### src/rtl/fetch_pc_pipeline_pkg.sv
// Shared defaults and fetch-action decode for the fetch front-end and PC shadow pipeline.
`ifndef FETCH_PC_PIPELINE_RESET_PC_DEFAULT
`define FETCH_PC_PIPELINE_RESET_PC_DEFAULT 32'h0000_0000
`endif

package fetch_pc_pipeline_pkg;

  localparam int unsigned DEF_ADDR_WIDTH  = 32;
  localparam int unsigned DEF_INSTR_WIDTH = 32;
  localparam int unsigned DEF_DEPTH       = 4;
  localparam int unsigned DEF_STEP        = 4;
  localparam int unsigned DEF_CNT_WIDTH   = 16;
  localparam logic [31:0] DEF_RESET_PC    = `FETCH_PC_PIPELINE_RESET_PC_DEFAULT;

  typedef enum logic [1:0] {
    ACT_SEQ      = 2'd0,
    ACT_REDIRECT = 2'd1,
    ACT_STALL    = 2'd2
  } fetch_act_e;

  // Stall dominates; a redirect seen under stall is dropped, decode must re-present it.
  function automatic fetch_act_e decode_act(input logic stall, input logic redirect_valid);
    if (stall)               return ACT_STALL;
    else if (redirect_valid) return ACT_REDIRECT;
    else                     return ACT_SEQ;
  endfunction

endpackage

### src/rtl/fetch_pc_pipeline_if.sv
// Instruction-memory and decode-facing signals of the fetch front-end.
interface fetch_pc_pipeline_if #(
  parameter int unsigned ADDR_WIDTH  = 32,
  parameter int unsigned INSTR_WIDTH = 32
);

  logic [ADDR_WIDTH-1:0]  imem_addr;
  logic [INSTR_WIDTH-1:0] imem_rdata;
  logic                   stall;
  logic                   redirect_valid;
  logic [ADDR_WIDTH-1:0]  redirect_pc;
  logic [INSTR_WIDTH-1:0] id_instr;
  logic [ADDR_WIDTH-1:0]  id_pc;
  logic                   id_valid;

  modport master (
    output imem_addr, id_instr, id_pc, id_valid,
    input  imem_rdata, stall, redirect_valid, redirect_pc
  );

  modport slave (
    input  imem_addr, id_instr, id_pc, id_valid,
    output imem_rdata, stall, redirect_valid, redirect_pc
  );

endinterface

### src/rtl/fetch_pc_pipeline_pc_shadow_stage.sv
// One PC shadow stage: pc plus valid register that either loads its upstream or takes a bubble.
module fetch_pc_pipeline_pc_shadow_stage #(
  parameter int unsigned ADDR_WIDTH = 32
) (
  input  logic                  clk,
  input  logic                  reset,
  input  logic                  bubble,
  input  logic [ADDR_WIDTH-1:0] in_pc,
  input  logic                  in_valid,
  output logic [ADDR_WIDTH-1:0] pc,
  output logic                  valid
);

  always_ff @(posedge clk or negedge reset) begin
    if (!reset) begin
      pc    <= '0;
      valid <= 1'b0;
    end else if (bubble) begin
      pc    <= '0;
      valid <= 1'b0;
    end else begin
      pc    <= in_pc;
      valid <= in_valid;
    end
  end

endmodule

### src/rtl/fetch_pc_pipeline.sv
// Fetch PC generator, IF/ID instruction register and DEPTH-stage PC shadow pipeline
// with saturating retire and bubble counters.
module fetch_pc_pipeline
  import fetch_pc_pipeline_pkg::*;
#(
  parameter int unsigned           ADDR_WIDTH  = DEF_ADDR_WIDTH,
  parameter int unsigned           INSTR_WIDTH = DEF_INSTR_WIDTH,
  parameter int unsigned           DEPTH       = DEF_DEPTH,
  parameter logic [ADDR_WIDTH-1:0] RESET_PC    = ADDR_WIDTH'(DEF_RESET_PC),
  parameter int unsigned           STEP        = DEF_STEP,
  parameter int unsigned           CNT_WIDTH   = DEF_CNT_WIDTH
) (
  input  logic                        clk,
  input  logic                        reset,
  fetch_pc_pipeline_if.master         bus,
  output logic [DEPTH*ADDR_WIDTH-1:0] stage_pc,
  output logic [DEPTH-1:0]            stage_valid,
  output logic [ADDR_WIDTH-1:0]       retire_pc,
  output logic                        retire_valid,
  output logic [CNT_WIDTH-1:0]        retire_count,
  output logic [CNT_WIDTH-1:0]        bubble_count
);

  fetch_act_e             act;
  logic [ADDR_WIDTH-1:0]  fetch_pc, fetch_pc_nxt;
  logic [INSTR_WIDTH-1:0] id_instr_q, id_instr_nxt;
  logic [ADDR_WIDTH-1:0]  id_pc_q, id_pc_nxt;
  logic                   id_valid_q, id_valid_nxt;
  logic                   bubble_inc;
  logic [CNT_WIDTH-1:0]   retire_count_q, bubble_count_q;

  // Next fetch/IF-ID state for the three edge cases.
  always_comb begin
    act          = decode_act(bus.stall, bus.redirect_valid);
    fetch_pc_nxt = fetch_pc;
    id_instr_nxt = id_instr_q;
    id_pc_nxt    = id_pc_q;
    id_valid_nxt = id_valid_q;
    bubble_inc   = 1'b0;
    case (act)
      ACT_STALL: begin
        bubble_inc = id_valid_q;
      end
      ACT_REDIRECT: begin
        // The fetch in flight is wrong-path: capture it but mark it dead.
        fetch_pc_nxt = bus.redirect_pc;
        id_instr_nxt = bus.imem_rdata;
        id_pc_nxt    = fetch_pc;
        id_valid_nxt = 1'b0;
        bubble_inc   = 1'b1;
      end
      default: begin
        fetch_pc_nxt = fetch_pc + ADDR_WIDTH'(STEP);
        id_instr_nxt = bus.imem_rdata;
        id_pc_nxt    = fetch_pc;
        id_valid_nxt = 1'b1;
      end
    endcase
  end

  always_ff @(posedge clk or negedge reset) begin
    if (!reset) begin
      fetch_pc   <= RESET_PC;
      id_instr_q <= '0;
      id_pc_q    <= '0;
      id_valid_q <= 1'b0;
    end else begin
      fetch_pc   <= fetch_pc_nxt;
      id_instr_q <= id_instr_nxt;
      id_pc_q    <= id_pc_nxt;
      id_valid_q <= id_valid_nxt;
    end
  end

  // Saturating performance counters.
  always_ff @(posedge clk or negedge reset) begin
    if (!reset) begin
      retire_count_q <= '0;
      bubble_count_q <= '0;
    end else begin
      if (retire_valid && !(&retire_count_q))
        retire_count_q <= retire_count_q + CNT_WIDTH'(1);
      if (bubble_inc && !(&bubble_count_q))
        bubble_count_q <= bubble_count_q + CNT_WIDTH'(1);
    end
  end

  logic [ADDR_WIDTH-1:0] st_pc [DEPTH];
  logic [DEPTH-1:0]      st_valid;

  // Stage 1 is fed from ID and takes the stall bubble; later stages always shift.
  for (genvar k = 0; k < DEPTH; k++) begin : g_stage
    logic [ADDR_WIDTH-1:0] in_pc;
    logic                  in_valid;
    logic                  bubble;

    if (k == 0) begin : g_head
      assign in_pc    = id_pc_q;
      assign in_valid = id_valid_q;
      assign bubble   = bus.stall;
    end else begin : g_body
      assign in_pc    = st_pc[k-1];
      assign in_valid = st_valid[k-1];
      assign bubble   = 1'b0;
    end

    fetch_pc_pipeline_pc_shadow_stage #(
      .ADDR_WIDTH (ADDR_WIDTH)
    ) u_stage (
      .clk      (clk),
      .reset    (reset),
      .bubble   (bubble),
      .in_pc    (in_pc),
      .in_valid (in_valid),
      .pc       (st_pc[k]),
      .valid    (st_valid[k])
    );

    assign stage_pc[k*ADDR_WIDTH +: ADDR_WIDTH] = st_pc[k];
  end

  assign bus.imem_addr = fetch_pc;
  assign bus.id_instr  = id_instr_q;
  assign bus.id_pc     = id_pc_q;
  assign bus.id_valid  = id_valid_q;
  assign stage_valid   = st_valid;
  assign retire_pc     = st_pc[DEPTH-1];
  assign retire_valid  = st_valid[DEPTH-1];
  assign retire_count  = retire_count_q;
  assign bubble_count  = bubble_count_q;

endmodule

### src/flat_wrapper.sv
// flat-port wrapper written by rule: the top's interface ports become plain ports
module fetch_pc_pipeline_flat import fetch_pc_pipeline_pkg::*;
#(
  parameter int unsigned           ADDR_WIDTH  = DEF_ADDR_WIDTH,
  parameter int unsigned           INSTR_WIDTH = DEF_INSTR_WIDTH,
  parameter int unsigned           DEPTH       = DEF_DEPTH,
  parameter logic [ADDR_WIDTH-1:0] RESET_PC    = ADDR_WIDTH'(DEF_RESET_PC),
  parameter int unsigned           STEP        = DEF_STEP,
  parameter int unsigned           CNT_WIDTH   = DEF_CNT_WIDTH
)
  (clk, reset, stage_pc, stage_valid, retire_pc, retire_valid, retire_count, bubble_count, bus_imem_addr, bus_id_instr, bus_id_pc, bus_id_valid, bus_imem_rdata, bus_stall, bus_redirect_valid, bus_redirect_pc);
  fetch_pc_pipeline_if #(.ADDR_WIDTH(ADDR_WIDTH), .INSTR_WIDTH(INSTR_WIDTH)) bus_i ();
  input  logic clk;
  input  logic reset;
  output logic [DEPTH*ADDR_WIDTH-1:0] stage_pc;
  output logic [DEPTH-1:0] stage_valid;
  output logic [ADDR_WIDTH-1:0] retire_pc;
  output logic retire_valid;
  output logic [CNT_WIDTH-1:0] retire_count;
  output logic [CNT_WIDTH-1:0] bubble_count;
  output wire logic [$bits(bus_i.imem_addr)-1:0] bus_imem_addr;
  output wire logic [$bits(bus_i.id_instr)-1:0] bus_id_instr;
  output wire logic [$bits(bus_i.id_pc)-1:0] bus_id_pc;
  output wire logic [$bits(bus_i.id_valid)-1:0] bus_id_valid;
  input wire logic [$bits(bus_i.imem_rdata)-1:0] bus_imem_rdata;
  input wire logic [$bits(bus_i.stall)-1:0] bus_stall;
  input wire logic [$bits(bus_i.redirect_valid)-1:0] bus_redirect_valid;
  input wire logic [$bits(bus_i.redirect_pc)-1:0] bus_redirect_pc;
  assign bus_imem_addr = bus_i.imem_addr;
  assign bus_id_instr = bus_i.id_instr;
  assign bus_id_pc = bus_i.id_pc;
  assign bus_id_valid = bus_i.id_valid;
  assign bus_i.imem_rdata = bus_imem_rdata;
  assign bus_i.stall = bus_stall;
  assign bus_i.redirect_valid = bus_redirect_valid;
  assign bus_i.redirect_pc = bus_redirect_pc;
  fetch_pc_pipeline #(.ADDR_WIDTH(ADDR_WIDTH), .INSTR_WIDTH(INSTR_WIDTH), .DEPTH(DEPTH), .RESET_PC(RESET_PC), .STEP(STEP), .CNT_WIDTH(CNT_WIDTH)) u_core (.clk(clk), .reset(reset), .bus(bus_i), .stage_pc(stage_pc), .stage_valid(stage_valid), .retire_pc(retire_pc), .retire_valid(retire_valid), .retire_count(retire_count), .bubble_count(bubble_count));
endmodule
### config.mk
export PLATFORM = sky130hd
export DESIGN_NAME = fetch_pc_pipeline_flat
export DESIGN_NICKNAME = d
export VERILOG_FILES = /design/src/rtl/fetch_pc_pipeline_pkg.sv /design/src/rtl/fetch_pc_pipeline_if.sv /design/src/rtl/fetch_pc_pipeline_pc_shadow_stage.sv /design/src/rtl/fetch_pc_pipeline.sv /design/src/flat_wrapper.sv
export SDC_FILE = /design/constraint.sdc
export NUM_CORES = 1
export LEC_CHECK = 0
export ABC_CLOCK_PERIOD_IN_PS = 1700
export CORE_MARGIN = 4
export CORE_UTILIZATION = 48
export DETAILED_ROUTE_END_ITERATION = 10
export DONT_BUFFER_PORTS = 1
export GPL_TIMING_DRIVEN = 0
export HOLD_SLACK_MARGIN = 0.06
export PLACE_DENSITY = 0.65
export SETUP_SLACK_MARGIN = 0.15
export SLEW_MARGIN = 20
export SYNTH_ARGS = -nofsm -noshare
export SYNTH_HDL_FRONTEND = slang
export SYNTH_HIERARCHICAL = 1
export SYNTH_SLANG_ARGS = --single-unit
export TNS_END_PERCENT = 20
### constraint.sdc
create_clock -name clk -period 1.7 [get_ports clk]
set_input_delay 0.51 -clock clk [delete_from_list [all_inputs] [get_ports clk]]
set_output_delay 0.51 -clock clk [all_outputs]
set_load 0.01 [all_outputs]
==> reports/metrics.yaml, run 1 <==
timing.hold.worst.class: "input pin to asynchronous set/reset pin"
die_h_um: 155
rrSetupSlack_ps: -370
crit_family: "simple AND/OR/NAND/NOR gates"
synth_top_area_cell: "dfrtp_1"
finalWeightedCongestion: 0.870
finalNonFillerCells: 1210
worst_slack_ps: -373
grt_pass1_wl_um: 40000
vdd_drop_max_v: 0.000937
dp_hpwl_um: 18400
htree_levels: 1
wire_per_inst_um: 22.3
internal_power_uw: 11200
drc: 0
pwr-share-comb_pct: 10.1
first_iter_violations: 365
numCtsBuffers: 27
core_area_um2: 21100
fp.dieW_um: 155
power.share.switching_pct: 27.6
arrival_ps: 2450
dr_total_vias: 6585
dpl.cell_count: 1122
relSlewSlack_pct: 58.9
fillerInstances: 1652
place_area_um2: 10800
rsz0062_at_grt: "true"
fin_crit_sh_pct: 122
root_buffer: "clkbuf_16"
setup_violations: 23
fin_nets: 988
power_switching_uw: 4270
final_area_um2: 12700
reg2reg_depth: 7
slew_viol_final: 0
drive_gt1_share_pct: 35.2
grtUsageTotal_pct: 21.2
antenna_found_initial: 0
rows: 53
synthCells: 830
synth-edff-count: 0
dp_slack_ps: -578
clkLatencyLatePin_ps: 520
initial_core_util_pct: 48.9
clk_pin_slew_ps: 60
status: "finished with violations"
violations: "hold timing, setup timing"
tritoncts: "done"
io_pins: 362
reg2reg_to: "u_core/bus.imem_addr[20]"
ant_nets: 0
sequentialPowerShare_pct: 53.1
critPathRequiredTime_ps: 2080
worstSetupPathType: "register to register"
grt_overflow: 0
port_buffers: 0
cts_max_path_buffers: 3
wirelength_um: 27000
post-route-min-period_ps: 2070
grt_max_degree: 262
synthTopCellsByCount: "261 x dfrtp_1, 135 x nor2b_1, 63 x mux2_2"
cpPeakStageDelay_ps: 430
synth-seq-area-share_pct: 63.4
synth_most_common_cell: "dfrtp_1"
critPathBufInv: 2
clock-skew-final_ps: 12.5
cp.depth: 7
synth_area_um2: 10300
endpoint_kind: "register"
crit_path_top_delay_cell: "dfrtp_2"
path_max_fanout: 6
powerDensity_nw_per_um2: 1220
synthArstFlopShare_pct: 100
synthFlopType: "dfrtp_1"
synth.top_cell.area_share_pct: 63.4
holdWs_ps: -320
max_freq_mhz: 482
numClockSinks: 261
startpoint_type: "register"
grt_pass1_vias: 6590
area_delta_synth_final_pct: 23.1
yosysUniqueCellTypes: 45
syn_area_per_cell_um2: 12.4
synthTopCellsByArea: "dfrtp_1 63%, nor2b_1 8.2%, mux2_2 6.9%, buf_4 3.5%, nand2_1 1.7%"
dieArea_um2: 23900
worstReg2RegStart: "u_core/bus.imem_addr[6]"
p_clk_share_pct: 36.8
holdBufCountCts: 1
dr.pass1.iters: 7
maxCapViolations: 0
worst_slew_pin_slew_ps: 617
finalHoldViolCount: 261
via_per_inst: 5.44
synth_seq_cells: 261
yosys_warnings: 6
leakage_uw: 0.00561
crit_chain: "buf_6 -> nand4_1 -> buf_4 -> or3_4 -> or3_1 -> o22ai_1 -> a21oi_1"
[metrics by stage]
| stage | setup TNS (ps) | utilization, % | total power (µW) |
|---|---|---|---|
| floorplan | -4520 | - | 8840 |
| global placement | -49750 | 51.0 | 9380 |
| detailed placement | -51800 | 51.0 | 9440 |
| CTS | -3120 | 58.2 | 15400 |
| global route | -6790 | 60.2 | 16200 |
| finish | -4570 | 60.2 | 15500 |
[cell usage in the layout, fill, tap and decap left out, types with 9 or more instances in the layout]
master and count:
dfrtp_1 207, nor2b_1 135, mux2_2 62, dfrtp_2 54
buf_6 46, buf_4 46, nand2_1 43, clkbuf_16 27
nand3_1 20, conb_1 18, nor3_1 17, o22ai_1 17
nor2_1 16, clkbuf_1 15, a21oi_1 15, o21ai_0 13
xnor2_1 13, clkbuf_2 10, xor2_1 9, nand4_1 9
a22oi_1 9
[what timing repair did]
action                                  CTS  global route
pin swaps                                26            24
hold endpoints to repair                264           261
resized for setup                       144            67
buffers inserted                         22            18
endpoints found under the setup margin  185           185
[layer usage]
layer / up-vias / GRT usage [%] / part of all wire (%)
li1: 2979 / - / -
met1: 3263 / 25.1 / 37
met2: 296 / 35.9 / 50
met3: 47 / 8.48 / 11
met4: 0 / 5.80 / 2.3
met5: - / 0 / 0
[power groups by stage]
stage | registers, µW | logic, µW | clock network, µW
2_1_floorplan | 7800 | 1040 | 0
3_3_place_gp | 8210 | 1170 | 0
3_5_place_dp | 8230 | 1210 | 0
4_1_cts | 8180 | 1380 | 5830
5_1_grt | 8330 | 1710 | 6130
6_report | 8210 | 1560 | 5690
[layout make-up]
cell class | count | area [µm²] | share of cell area [%]
Inverter | 8 | 30.0 | 0.237
Timing Repair Buffer | 41 | 340 | 2.68
Clock buffer | 39 | 761 | 6.00
Multi-Input combinational cell | 503 | 3850 | 30.3
Antenna cell | 1 | 2.50 | 0.0197
Tap cell | 275 | 344 | 2.71
Sequential cell | 261 | 6600 | 52.0
Buffer | 75 | 681 | 5.36
Clock inverter | 7 | 85.1 | 0.671
[registers in the layout (all words and copies together), names as in the netlist]
signal / cells
u_core/g_stage.u_stage/pc: 128
u_core/bus.id_instr: 32
u_core/bus.id_pc: 32
u_core/bus.imem_addr: 32
u_core/bubble_count: 16
u_core/retire_count: 16
u_core/g_stage.u_stage/valid: 4
u_core/bus.id_valid: 1
[how the worst max path moves through the flow]
stage	startpoint	end
after floorplan	u_core/bus.imem_addr[4]	u_core/bus.imem_addr[21]
after global placement	bus_redirect_valid	u_core/bubble_count[15]
after detailed placement	bus_redirect_valid	u_core/bubble_count[15]
after CTS	u_core/bus.imem_addr[3]	u_core/bus.imem_addr[20]
after global routing	u_core/bus.imem_addr[4]	u_core/bus.imem_addr[21]
final	u_core/bus.imem_addr[6]	u_core/bus.imem_addr[20]
[cell families after synthesis]
kind of cell	synth area share (%)
compound gates	5.18
simple gates	16.4
mux	7.76
other cells	0.0364
xor+xnor	2.04
buf+inv	4.89
flops	63.4
fa+ha+maj	0.364
(Power assumes the default switching activity.)
==> run 2, diff against run 1 <==
- TNS_END_PERCENT: 20 -> 100
==> run 2 against run 1 <==
Global-route usage up 0.18 points. Hold slack better by 4.5 ps. Non-clock buffer count up 5. Wire length about the same. Sequential power about the same. Fmax up 3.2%. Critical path type unchanged. Clock power up 8.8%. Cell count up 0.66%. The flow still finishes with violations (hold timing, setup timing).
==> reports/metrics.yaml, run 2 (synthesis gave the netlist of run 1 again) <==
crit_family: "simple AND/OR/NAND/NOR gates"
sequentialPowerShare_pct: 51.1  # -2.0 points
cpPeakStageDelay_ps: 440  # about the same
startpoint_type: "register"
rrSetupSlack_ps: -310  # +60 ps
layout_commonest_cell: "dfrtp_1"
post-route-min-period_ps: 2010  # -64.2 ps
finalHoldViolCount: 261  # unchanged
numClockSinks: 261  # unchanged
violations: "hold timing, setup timing"
maxCapViolations: 0  # unchanged
initial_core_util_pct: 48.9  # unchanged
power.share.switching_pct: 27.2  # -0.49 points
clock-skew-final_ps: 8.17  # -4.34 ps
setup_violations: 23  # unchanged
worstReg2RegStart: "u_core/bus.imem_addr[4]"
dr_total_vias: 6633  # +0.73%
route.met3.wl_um: 3020  # +4.9%
holdBufCountCts: 1  # unchanged
m1WireLength_um: 9790  # -0.99%
dieArea_um2: 23900  # unchanged
slew_viol_final: 0  # unchanged
crit_chain: "buf_8 -> nand4_1 -> or3_4 -> buf_6 -> nor2_4 -> or4b_1 -> nand3_1"
leakage_uw: 0.00570  # +1.5%
crit_path_top_delay_cell: "dfrtp_1"
worstSetupPathType: "register to register"
reg2reg_depth: 7  # unchanged
power_switching_uw: 4360  # +2.1%
grt_pass1_wl_um: 40100  # +0.26%
first_iter_violations: 377  # +3.3%
arrival_ps: 2470  # +20 ps
finalPower_uw: 16100  # +3.9%
pwr-share-comb_pct: 10.4  # +0.3 points
root_buffer: "clkbuf_16"
powerDensity_nw_per_um2: 1250  # +2.2%
die_h_um: 155  # unchanged
grt_overflow: 0  # unchanged
largest_register_ff_count: 128  # unchanged
clkLatencyLatePin_ps: 520  # about the same
timing.hold.worst.class: "input pin to asynchronous set/reset pin"
clk_pin_slew_ps: 60  # about the same
area_delta_synth_final_pct: 25.1
wl_met2_um: 13600  # about the same
fillerInstances: 1650  # -0.12%
reg2reg_to: "u_core/bus.imem_addr[21]"
grtUsageTotal_pct: 21.3  # +0.18 points
drc: 0  # unchanged
endpoint_kind: "register"
fp.dieW_um: 155  # unchanged
p_clk_share_pct: 38.5  # +1.7 points
ant_nets: 0  # unchanged
core_area_um2: 21100  # unchanged
tritoncts: "done"
top_layer_used: "met5"
grt_pass1_vias: 6568  # -0.33%
rows: 53  # unchanged
wire_per_inst_um: 22.2  # -0.57%
critPathBufInv: 2  # unchanged
numCtsBuffers: 28  # +3.7%
cts_max_path_buffers: 3  # unchanged
finalWeightedCongestion: 0.833  # -4.3%
mostFrequentLayoutCells: "192 x dfrtp_1, 134 x nor2b_1, 69 x dfrtp_2"
critPathRequiredTime_ps: 2160  # +80 ps
grt_max_degree: 262  # unchanged
path_max_fanout: 9  # +3
rsz0062_at_grt: "true"
vdd_drop_max_v: 0.00109  # +16%
wirelength_um: 27000  # about the same
holdWs_ps: -316  # +4.52 ps
final.setup.tns_ps: -4190  # +377 ps
fin_nets: 994  # +0.61%
fin_crit_sh_pct: 118  # -3.8 points
io_pins: 362  # unchanged
worst_slack_ps: -309  # +64.2 ps
relSlewSlack_pct: 53.5  # -5.4 points
drive_gt1_share_pct: 38.3  # +3.1 points
status: "finished with violations"
htree_levels: 1  # unchanged
via_per_inst: 5.45  # about the same
dr.pass1.iters: 5  # -2
antenna_found_initial: 2  # +2
top_register: "u_core/g_stage.u_stage/pc"
port_buffers: 0  # unchanged
dp_hpwl_um: 18500  # +0.90%
max_freq_mhz: 498  # +3.2%
worst_slew_pin_slew_ps: 697  # +80.4 ps
internal_power_uw: 11700  # +4.6%
==> run 2: changes by cell type in the layout (fill, tap and decap cells not counted), moves of 6 or more <==
cell | before | now
buf_4 | 46 | 39
dfrtp_2 | 54 | 69
buf_6 | 46 | 55
o21ai_1 | 1 | 7
o21ai_0 | 13 | 7
dfrtp_1 | 207 | 192
==> run 2: worst max path at each step <==
stage | from | endpoint | cells past startpoint | slack, ps
2_1_floorplan | u_core/bus.imem_addr[4] | u_core/bus.imem_addr[21] | 7 | -120
3_3_place_gp | u_core/bus.imem_addr[12] | u_core/bus.imem_addr[20] | 5 | -410
3_5_place_dp | u_core/bus.imem_addr[12] | u_core/bus.imem_addr[20] | 5 | -420
4_1_cts | u_core/bus.imem_addr[7] | u_core/bus.imem_addr[21] | 7 | -250
5_1_grt | u_core/bus.imem_addr[4] | u_core/bus.imem_addr[21] | 7 | -360
6_report | u_core/bus.imem_addr[4] | u_core/bus.imem_addr[21] | 7 | -310
==> run 2: per-stage QoR <==
| stage | setup slack, ps | util (%) | std cells | area, µm² | hold WS [ps] |
|---|---|---|---|---|---|
| final | -309 | 61.2 | 1218 | 12900 | -316 |
| after global routing | -355 | 61.2 | 1217 | 12900 | -349 |
| after CTS | -247 | 59.5 | 1200 | 12600 | -349 |
| after detailed placement | -417 | 51.6 | 1122 | 10900 | 220 |
| after global placement | -410 | 51.6 | 1122 | 10900 | 219 |
| after floorplan | -120 | - | 847 | 10500 | 214 |
==> run 2: metal layers <==
layer,track usage [%],vias up
met3,8.62,50
met1,25.4,3302
met4,5.26,2
met5,0,-
li1,-,2976
met2,36.4,303
==> run 2: area by class of cell <==
class / instances / area (µm²) / area share (%)
diodes: 1 / 2.50 / 0.0194
plain buffers: 75 / 682 / 5.29
clock buffers: 41 / 831 / 6.44
clock inverters: 8 / 124 / 0.960
inverters: 8 / 30.0 / 0.233
multi-input cells: 503 / 3870 / 30.0
flip-flops and latches: 261 / 6620 / 51.3
well taps: 275 / 344 / 2.67
repair buffers: 46 / 395 / 3.07
==> run 2: power groups by stage <==
stage	combinational (µW)	sequential [µW]	clock (µW)
after global routing	1830	8330	6610
after CTS	1510	8210	6360
final	1680	8200	6190
after floorplan	1090	7820	0
after global placement	1220	8230	0
after detailed placement	1250	8240	0
==> run 2: timing repair <==
action / CTS / global route
hold endpoints to repair: 264 / 261
pin swaps: 31 / 37
resized for setup: 144 / 70
endpoints found under the setup margin: 114 / 125
setup buffers: 28 / 17
